`config.mk`:
```
export PLATFORM = sky130hd
export DESIGN_NAME = gpu_line_raster_flat
export DESIGN_NICKNAME = d
export VERILOG_FILES = /design/src/rtl/gpu_line_pkg.sv /design/src/rtl/gpu_line_raster_if.sv /design/src/rtl/gpu_line_step.sv /design/src/rtl/gpu_line_raster.sv /design/src/flat_wrapper.sv
export SDC_FILE = /design/constraint.sdc
export NUM_CORES = 1
export LEC_CHECK = 0
export CORE_UTILIZATION = 40
export DETAILED_ROUTE_END_ITERATION = 7
export GPL_TIMING_DRIVEN = 1
export HOLD_SLACK_MARGIN = 0.15
export PLACE_DENSITY_LB_ADDON = 0.12
export SYNTH_ARGS = -nofsm -noshare
export SYNTH_HDL_FRONTEND = slang
export SYNTH_SLANG_ARGS = --single-unit
```
`constraint.sdc`:
```
create_clock -name clk_i -period 4.4 [get_ports clk_i]
set_clock_uncertainty 0.05 [all_clocks]
set_input_delay 0.44 -clock clk_i [delete_from_list [all_inputs] [get_ports clk_i]]
set_output_delay 0.44 -clock clk_i [all_outputs]
set_load 0.02 [all_outputs]
```
`src/rtl/gpu_line_pkg.sv`:
```
// Shared types and constants for the Bresenham line rasteriser.
// ERR_W is derived from the coordinate widths so that the signed error term never overflows.
package gpu_line_pkg;

   typedef enum logic [1:0] {
      IDLE,
      SETUP,
      DRAW,
      DONE
   } line_state_t;

   localparam int unsigned ScreenW = 640;
   localparam int unsigned ScreenH = 480;
   localparam int unsigned DefXMax = ScreenW - 1;
   localparam int unsigned DefYMax = ScreenH - 1;
   localparam int unsigned DefXW   = 10;
   localparam int unsigned DefYW   = 9;

   // Two guard bits: one for the sign, one so that err + dx + dy still fits.
   function automatic int unsigned err_width(input int unsigned xw, input int unsigned yw);
      return ((xw > yw) ? xw : yw) + 2;
   endfunction

   localparam int unsigned ERR_W = err_width(DefXW, DefYW);

endpackage

```
`src/rtl/gpu_line_raster_if.sv`:
```
// Request and pixel-stream bundle between the draw path and the line rasteriser.
// The rasteriser uses the slave side; the requester/pixel consumer uses the master side.
interface gpu_line_raster_if #(
   parameter int unsigned XW = 10,
   parameter int unsigned YW = 9
);

   logic          start;
   logic [XW-1:0] x1;
   logic [XW-1:0] x2;
   logic [YW-1:0] y1;
   logic [YW-1:0] y2;
   logic          busy;
   logic          done;
   logic          pix_valid;
   logic          pix_ready;
   logic [XW-1:0] pos_x;
   logic [YW-1:0] pos_y;
   logic          pix_last;

   modport master (
      output start, x1, x2, y1, y2, pix_ready,
      input  busy, done, pix_valid, pos_x, pos_y, pix_last
   );

   modport slave (
      input  start, x1, x2, y1, y2, pix_ready,
      output busy, done, pix_valid, pos_x, pos_y, pix_last
   );

endinterface

```
`src/rtl/gpu_line_step.sv`:
```
// Combinational Bresenham step: from the current point and error term, produce the next
// point and error. Both axis updates may apply in the same step.
module gpu_line_step
   import gpu_line_pkg::*;
#(
   parameter int unsigned XW = 10,
   parameter int unsigned YW = 9,
   parameter int unsigned EW = err_width(XW, YW)
) (
   input  logic [XW-1:0]        cur_x_i,
   input  logic [YW-1:0]        cur_y_i,
   input  logic signed [EW-1:0] err_i,
   input  logic signed [EW-1:0] dx_i,
   input  logic signed [EW-1:0] dy_i,
   input  logic                 sx_neg_i,
   input  logic                 sy_neg_i,
   output logic [XW-1:0]        nxt_x_o,
   output logic [YW-1:0]        nxt_y_o,
   output logic signed [EW-1:0] nxt_err_o
);

   logic signed [EW:0] e2;
   logic signed [EW:0] dx_ext;
   logic signed [EW:0] dy_ext;
   logic               step_x;
   logic               step_y;

   always_comb begin
      e2     = {err_i, 1'b0};
      dx_ext = {dx_i[EW-1], dx_i};
      dy_ext = {dy_i[EW-1], dy_i};
      step_x = (e2 >= dy_ext);
      step_y = (e2 <= dx_ext);

      nxt_err_o = err_i;
      nxt_x_o   = cur_x_i;
      nxt_y_o   = cur_y_i;

      if (step_x) begin
         nxt_err_o = nxt_err_o + dy_i;
         nxt_x_o   = sx_neg_i ? (cur_x_i - XW'(1)) : (cur_x_i + XW'(1));
      end
      if (step_y) begin
         nxt_err_o = nxt_err_o + dx_i;
         nxt_y_o   = sy_neg_i ? (cur_y_i - YW'(1)) : (cur_y_i + YW'(1));
      end
   end

endmodule

```
`src/rtl/gpu_line_raster.sv`:
```
// Bresenham line rasteriser: latches two endpoints and streams every pixel of the line,
// one per cycle, on a valid/ready interface, optionally dropping off-screen pixels.
module gpu_line_raster
   import gpu_line_pkg::*;
#(
   parameter int unsigned XW      = 10,
   parameter int unsigned YW      = 9,
   parameter bit          CLIP_EN = 1'b1,
   parameter int unsigned X_MAX   = DefXMax,
   parameter int unsigned Y_MAX   = DefYMax
) (
   input  logic               clk_i,
   input  logic               reset_i,
   gpu_line_raster_if.slave   bus_io
);

   localparam int unsigned EW = err_width(XW, YW);

   line_state_t          state_q, state_d;
   logic [XW-1:0]        cur_x_q, cur_x_d;
   logic [YW-1:0]        cur_y_q, cur_y_d;
   logic [XW-1:0]        x2_q, x2_d;
   logic [YW-1:0]        y2_q, y2_d;
   logic signed [EW-1:0] err_q, err_d;
   logic signed [EW-1:0] dx_q, dx_d;
   logic signed [EW-1:0] dy_q, dy_d;
   logic                 sx_neg_q, sx_neg_d;
   logic                 sy_neg_q, sy_neg_d;

   logic [XW-1:0]        nxt_x;
   logic [YW-1:0]        nxt_y;
   logic signed [EW-1:0] nxt_err;

   logic signed [EW-1:0] x1_s, x2_s, y1_s, y2_s;
   logic signed [EW-1:0] dx_abs, dy_abs;
   logic                 sx_neg, sy_neg;
   logic                 visible;
   logic                 at_end;
   logic                 advance;

   gpu_line_step #(
      .XW (XW),
      .YW (YW),
      .EW (EW)
   ) u_step (
      .cur_x_i   (cur_x_q),
      .cur_y_i   (cur_y_q),
      .err_i     (err_q),
      .dx_i      (dx_q),
      .dy_i      (dy_q),
      .sx_neg_i  (sx_neg_q),
      .sy_neg_i  (sy_neg_q),
      .nxt_x_o   (nxt_x),
      .nxt_y_o   (nxt_y),
      .nxt_err_o (nxt_err)
   );

   // Setup arithmetic: the start point already sits in cur_x_q/cur_y_q after IDLE.
   always_comb begin
      x1_s   = EW'(cur_x_q);
      x2_s   = EW'(x2_q);
      y1_s   = EW'(cur_y_q);
      y2_s   = EW'(y2_q);
      sx_neg = (x2_q < cur_x_q);
      sy_neg = (y2_q < cur_y_q);
      dx_abs = sx_neg ? (x1_s - x2_s) : (x2_s - x1_s);
      dy_abs = sy_neg ? (y1_s - y2_s) : (y2_s - y1_s);
   end

   always_comb begin
      visible = !CLIP_EN || ((32'(cur_x_q) <= X_MAX) && (32'(cur_y_q) <= Y_MAX));
      at_end  = (cur_x_q == x2_q) && (cur_y_q == y2_q);
      // A clipped point steps on unconditionally; a visible one waits for the consumer.
      advance = visible ? bus_io.pix_ready : 1'b1;
   end

   always_comb begin
      state_d  = state_q;
      cur_x_d  = cur_x_q;
      cur_y_d  = cur_y_q;
      x2_d     = x2_q;
      y2_d     = y2_q;
      err_d    = err_q;
      dx_d     = dx_q;
      dy_d     = dy_q;
      sx_neg_d = sx_neg_q;
      sy_neg_d = sy_neg_q;

      unique case (state_q)
         IDLE: begin
            if (bus_io.start) begin
               cur_x_d = bus_io.x1;
               cur_y_d = bus_io.y1;
               x2_d    = bus_io.x2;
               y2_d    = bus_io.y2;
               state_d = SETUP;
            end
         end
         SETUP: begin
            dx_d     = dx_abs;
            dy_d     = -dy_abs;
            err_d    = dx_abs - dy_abs;
            sx_neg_d = sx_neg;
            sy_neg_d = sy_neg;
            state_d  = DRAW;
         end
         DRAW: begin
            if (advance) begin
               if (at_end) begin
                  state_d = DONE;
               end else begin
                  cur_x_d = nxt_x;
                  cur_y_d = nxt_y;
                  err_d   = nxt_err;
               end
            end
         end
         DONE: begin
            state_d = IDLE;
         end
         default: begin
            state_d = IDLE;
         end
      endcase
   end

   always_ff @(posedge clk_i) begin
      if (reset_i) begin
         state_q  <= IDLE;
         cur_x_q  <= '0;
         cur_y_q  <= '0;
         x2_q     <= '0;
         y2_q     <= '0;
         err_q    <= '0;
         dx_q     <= '0;
         dy_q     <= '0;
         sx_neg_q <= 1'b0;
         sy_neg_q <= 1'b0;
      end else begin
         state_q  <= state_d;
         cur_x_q  <= cur_x_d;
         cur_y_q  <= cur_y_d;
         x2_q     <= x2_d;
         y2_q     <= y2_d;
         err_q    <= err_d;
         dx_q     <= dx_d;
         dy_q     <= dy_d;
         sx_neg_q <= sx_neg_d;
         sy_neg_q <= sy_neg_d;
      end
   end

   // Outputs come straight from registers, so they hold while the consumer stalls.
   always_comb begin
      bus_io.busy      = (state_q == SETUP) || (state_q == DRAW);
      bus_io.done      = (state_q == DONE);
      bus_io.pix_valid = (state_q == DRAW) && visible;
      bus_io.pix_last  = (state_q == DRAW) && visible && at_end;
      bus_io.pos_x     = cur_x_q;
      bus_io.pos_y     = cur_y_q;
   end

endmodule

```
`src/flat_wrapper.sv`:
```
// flat-port wrapper written by rule: the top's interface ports become plain ports
module gpu_line_raster_flat import gpu_line_pkg::*;
#(
   parameter int unsigned XW      = 10,
   parameter int unsigned YW      = 9,
   parameter bit          CLIP_EN = 1'b1,
   parameter int unsigned X_MAX   = DefXMax,
   parameter int unsigned Y_MAX   = DefYMax
)
  (clk_i, reset_i, bus_io_start, bus_io_x1, bus_io_x2, bus_io_y1, bus_io_y2, bus_io_pix_ready, bus_io_busy, bus_io_done, bus_io_pix_valid, bus_io_pos_x, bus_io_pos_y, bus_io_pix_last);
  gpu_line_raster_if #(.XW(XW), .YW(YW)) bus_io_i ();
  input  logic clk_i;
  input  logic reset_i;
  input wire logic [$bits(bus_io_i.start)-1:0] bus_io_start;
  input wire logic [$bits(bus_io_i.x1)-1:0] bus_io_x1;
  input wire logic [$bits(bus_io_i.x2)-1:0] bus_io_x2;
  input wire logic [$bits(bus_io_i.y1)-1:0] bus_io_y1;
  input wire logic [$bits(bus_io_i.y2)-1:0] bus_io_y2;
  input wire logic [$bits(bus_io_i.pix_ready)-1:0] bus_io_pix_ready;
  output wire logic [$bits(bus_io_i.busy)-1:0] bus_io_busy;
  output wire logic [$bits(bus_io_i.done)-1:0] bus_io_done;
  output wire logic [$bits(bus_io_i.pix_valid)-1:0] bus_io_pix_valid;
  output wire logic [$bits(bus_io_i.pos_x)-1:0] bus_io_pos_x;
  output wire logic [$bits(bus_io_i.pos_y)-1:0] bus_io_pos_y;
  output wire logic [$bits(bus_io_i.pix_last)-1:0] bus_io_pix_last;
  assign bus_io_i.start = bus_io_start;
  assign bus_io_i.x1 = bus_io_x1;
  assign bus_io_i.x2 = bus_io_x2;
  assign bus_io_i.y1 = bus_io_y1;
  assign bus_io_i.y2 = bus_io_y2;
  assign bus_io_i.pix_ready = bus_io_pix_ready;
  assign bus_io_busy = bus_io_i.busy;
  assign bus_io_done = bus_io_i.done;
  assign bus_io_pix_valid = bus_io_i.pix_valid;
  assign bus_io_pos_x = bus_io_i.pos_x;
  assign bus_io_pos_y = bus_io_i.pos_y;
  assign bus_io_pix_last = bus_io_i.pix_last;
  gpu_line_raster #(.XW(XW), .YW(YW), .CLIP_EN(CLIP_EN), .X_MAX(X_MAX), .Y_MAX(Y_MAX)) u_core (.clk_i(clk_i), .reset_i(reset_i), .bus_io(bus_io_i));
endmodule
```
==> impl_metrics.csv <==
group,metric,value,unit
timing,layout_setup_ws,0.183,ns
synthesis,synthMostInstantiatedCell,"ha_1",
timing,period_minus_slack,4.22,ns
synthesis,yosys-top-cells-count,"ha_1 (117), inv_1 (100), a21oi_1 (95)",
timing,max-slew-margin-rel,0.427,
timing,setup_tns,0,ns
floorplan,core_area,0.0194,mm^2
grt,grt_pass1_vias,6948,
timing,setup_viol,0,
clock_network,cts_made_buffers,9,
grt,grt_pass1_wl,35900,um
final_layout,multiInputGateArea,0.00593,mm^2
final_layout,area_delta_synth_final,23.3,%
placement,portBuffers,64,
synthesis,synthFlopType,"dfxtp_1",
drt,drt_wl_total,22600,um
final_layout,seqCellArea,0.00154,mm^2
grt,antenna_found_initial,0,
synthesis,syn_avg_cell_area,7.77,um^2
synthesis,synth_cell_types,74,
synthesis,netlist_instances,1016,
grt,grt_usage,0.229,
drt,drt_iter0_drc,401,
clock_network,cts_tree,"yes",
drt,drt-wirelength-per-cell,16.1,um
timing,hold_viol_final,0,
synthesis,synth.largest_area_cell,"dfxtp_1",
synthesis,seq_area_frac_synth,0.195,
worst_setup_path,critPathRequiredTime,4.62,ns
drt,num_vias,7321,
drt,route.detailed.drc,0,
placement,hpwlAfterDp,17700,um
drt,vias_per_cell,5.23,
run_status,outcome,"completed",
clock_network,clockBufferDepth,2,
timing,tightest_slew,0.860,ns
synthesis,syn_nets,1184,
synthesis,yosys_warnings,0,
drt,antenna_left,0,
floorplan,io_pins,65,
synthesis,synthArstFlopShare,0,
placement,pre_cts_ws,-0.0901,ns
clock_network,htree_levels,3,
floorplan,die_w,142,um
grt,grt_max_degree,51,
timing,fin_crit_sh,0.958,
floorplan,die_area,0.0203,mm^2
synthesis,synth_area_leaders,"dfxtp_1 (20%), ha_1 (19%), a21oi_1 (6.0%)",
worst_setup_path,crit_fanout,4,
synthesis,synth_top_area_frac,0.195,
placement,place_congestion,0.889,
clock_network,cts_hold_buf,0,
floorplan,fp-row-count,51,
clock_network,clkTransAtPathRegs,0.06,ns
floorplan,die_height,142,um
drt,dr.pass1.iters,4,
grt,overflow,0,
hold_path,hp-class,"flip-flop to flip-flop",
clock_network,cts.sinks,77,
floorplan,start_util,0.407,
clock_network,cts_root_buffer,"clkbuf_16",
final_layout,drive_gt1_frac,0.135,
final_layout,diodes,0,
synthesis,synth_edf_count,0,
timing,slew_violations,0,
clock_network,worstSkewPairLatency,0.35,ns
final_layout,nets,1298,
worst_setup_path,end_kind,"flip-flop",
synthesis,synth_area,0.00789,mm^2
final_layout,num-fill-cells,2014,
run,maxCapViolCount,0,
worst_setup_path,critical_path_class,"flip-flop to flip-flop",
timing,max_freq,237,MHz
worst_setup_path,arrival,4.44,ns
synthesis,synth_seq_cells,77,
worst_setup_path,startpoint_type,"flip-flop",
-- cell families (layout without fill, tap and decap cells) --
family | after synthesis | count (layout) | synth area share
xor+xnor | 53 | 53 | 0.0607
simple gates | 296 | 296 | 0.180
buf+inv | 142 | 261 | 0.0698
flops | 77 | 77 | 0.195
compound gates | 284 | 284 | 0.235
mux | 38 | 38 | 0.0511
fa+ha+maj | 126 | 126 | 0.208
-- state kept, by name, indices dropped and copies added, names as in the netlist --
name and flops:
u_core.err_q 12, u_core.state_q 2, u_core.bus_io.pos_y 9, u_core.bus_io.pos_x 10, u_core.dx_q 11, u_core.y2_q 9, u_core.sy_neg_q 1, u_core.dy_q 12
u_core.sx_neg_q 1, u_core.x2_q 10
-- worst max-delay path, cell delays in order (launching register included) --
cell	delay, ns
dfxtp_1	0.34
inv_1	0.07
ha_1	0.29
nand4_1	0.18
nor3_2	0.21
nand4b_1	0.14
a32oi_2	0.32
mux2_4	0.34
ha_2	0.20
fa_2	0.36
a21o_1	0.18
a21oi_2	0.14
o21ai_1	0.11
o41a_1	0.45
a21o_1	0.20
a21oi_2	0.15
xnor2_1	0.13
mux2i_1	0.08
a211oi_1	0.18
-- worst paths after layout --
kind,start,endpoint,slack [ns],depth (start not counted)
worst min register to register,u_core.y2_q[2],u_core.y2_q[2],0.43,2
worst min-delay path,u_core.y2_q[2],u_core.y2_q[2],0.43,2
worst max-delay path,u_core.dy_q[9],u_core.err_q[10],0.18,18
worst max register to register,u_core.dy_q[9],u_core.err_q[10],0.18,18
-- through the flow --
stage	hold slack, ns	std cells	instance area [um^2]	util
floorplan	0.403	1016	7890	-
global placement	0.418	1377	9240	0.476
CTS	0.432	1394	9560	0.493
global route	0.445	1400	9730	0.502
finish	0.431	1400	9730	0.502
detailed placement	0.424	1377	9240	0.476
-- timing repair --
item,in CTS,in global routing
endpoints found under the setup margin,2,5
pin swaps,1,17
gates resized for setup,2,30
gates cloned,0,1
buffers inserted,1,5
-- cell type report --
type	instances	share of cell area
multi-input combinational	797	0.610
sequential	77	0.159
timing repair buffer	144	0.128
inverter	101	0.0390
tap	265	0.0341
clock buffer	13	0.0267
clock inverter	3	0.00450
-- placed cells by master, fill, tap and decap left out, types with 8 or more instances in the layout --
cell type          n
ha_1             112
inv_1             99
nand2_1           92
a21oi_1           90
nor2_1            77
buf_4             77
dfxtp_1           76
clkdlybuf4s50_1   63
o21ai_0           46
xnor2_1           38
a211oi_1          27
nor3_1            24
mux2i_1           22
nor2b_1           21
a21o_1            20
nand3_1           15
nand2b_1          13
xor2_1            13
mux2_2            10
clkbuf_16          9
o21ai_1            8
and3_1             8
nand4_1            8
fa_1               8
-- routing by layer --
layer  track usage  share of wire  vias to the layer above
li1              -              -                     3827
met1         0.313           0.50                     3339
met2         0.373           0.45                      126
met3        0.0262          0.028                       29
met4        0.0787          0.021                        0
met5             0              0                        -
Power is not shown: default switching activity piles up to over one toggle a cycle in this logic, so the estimate is an artifact.
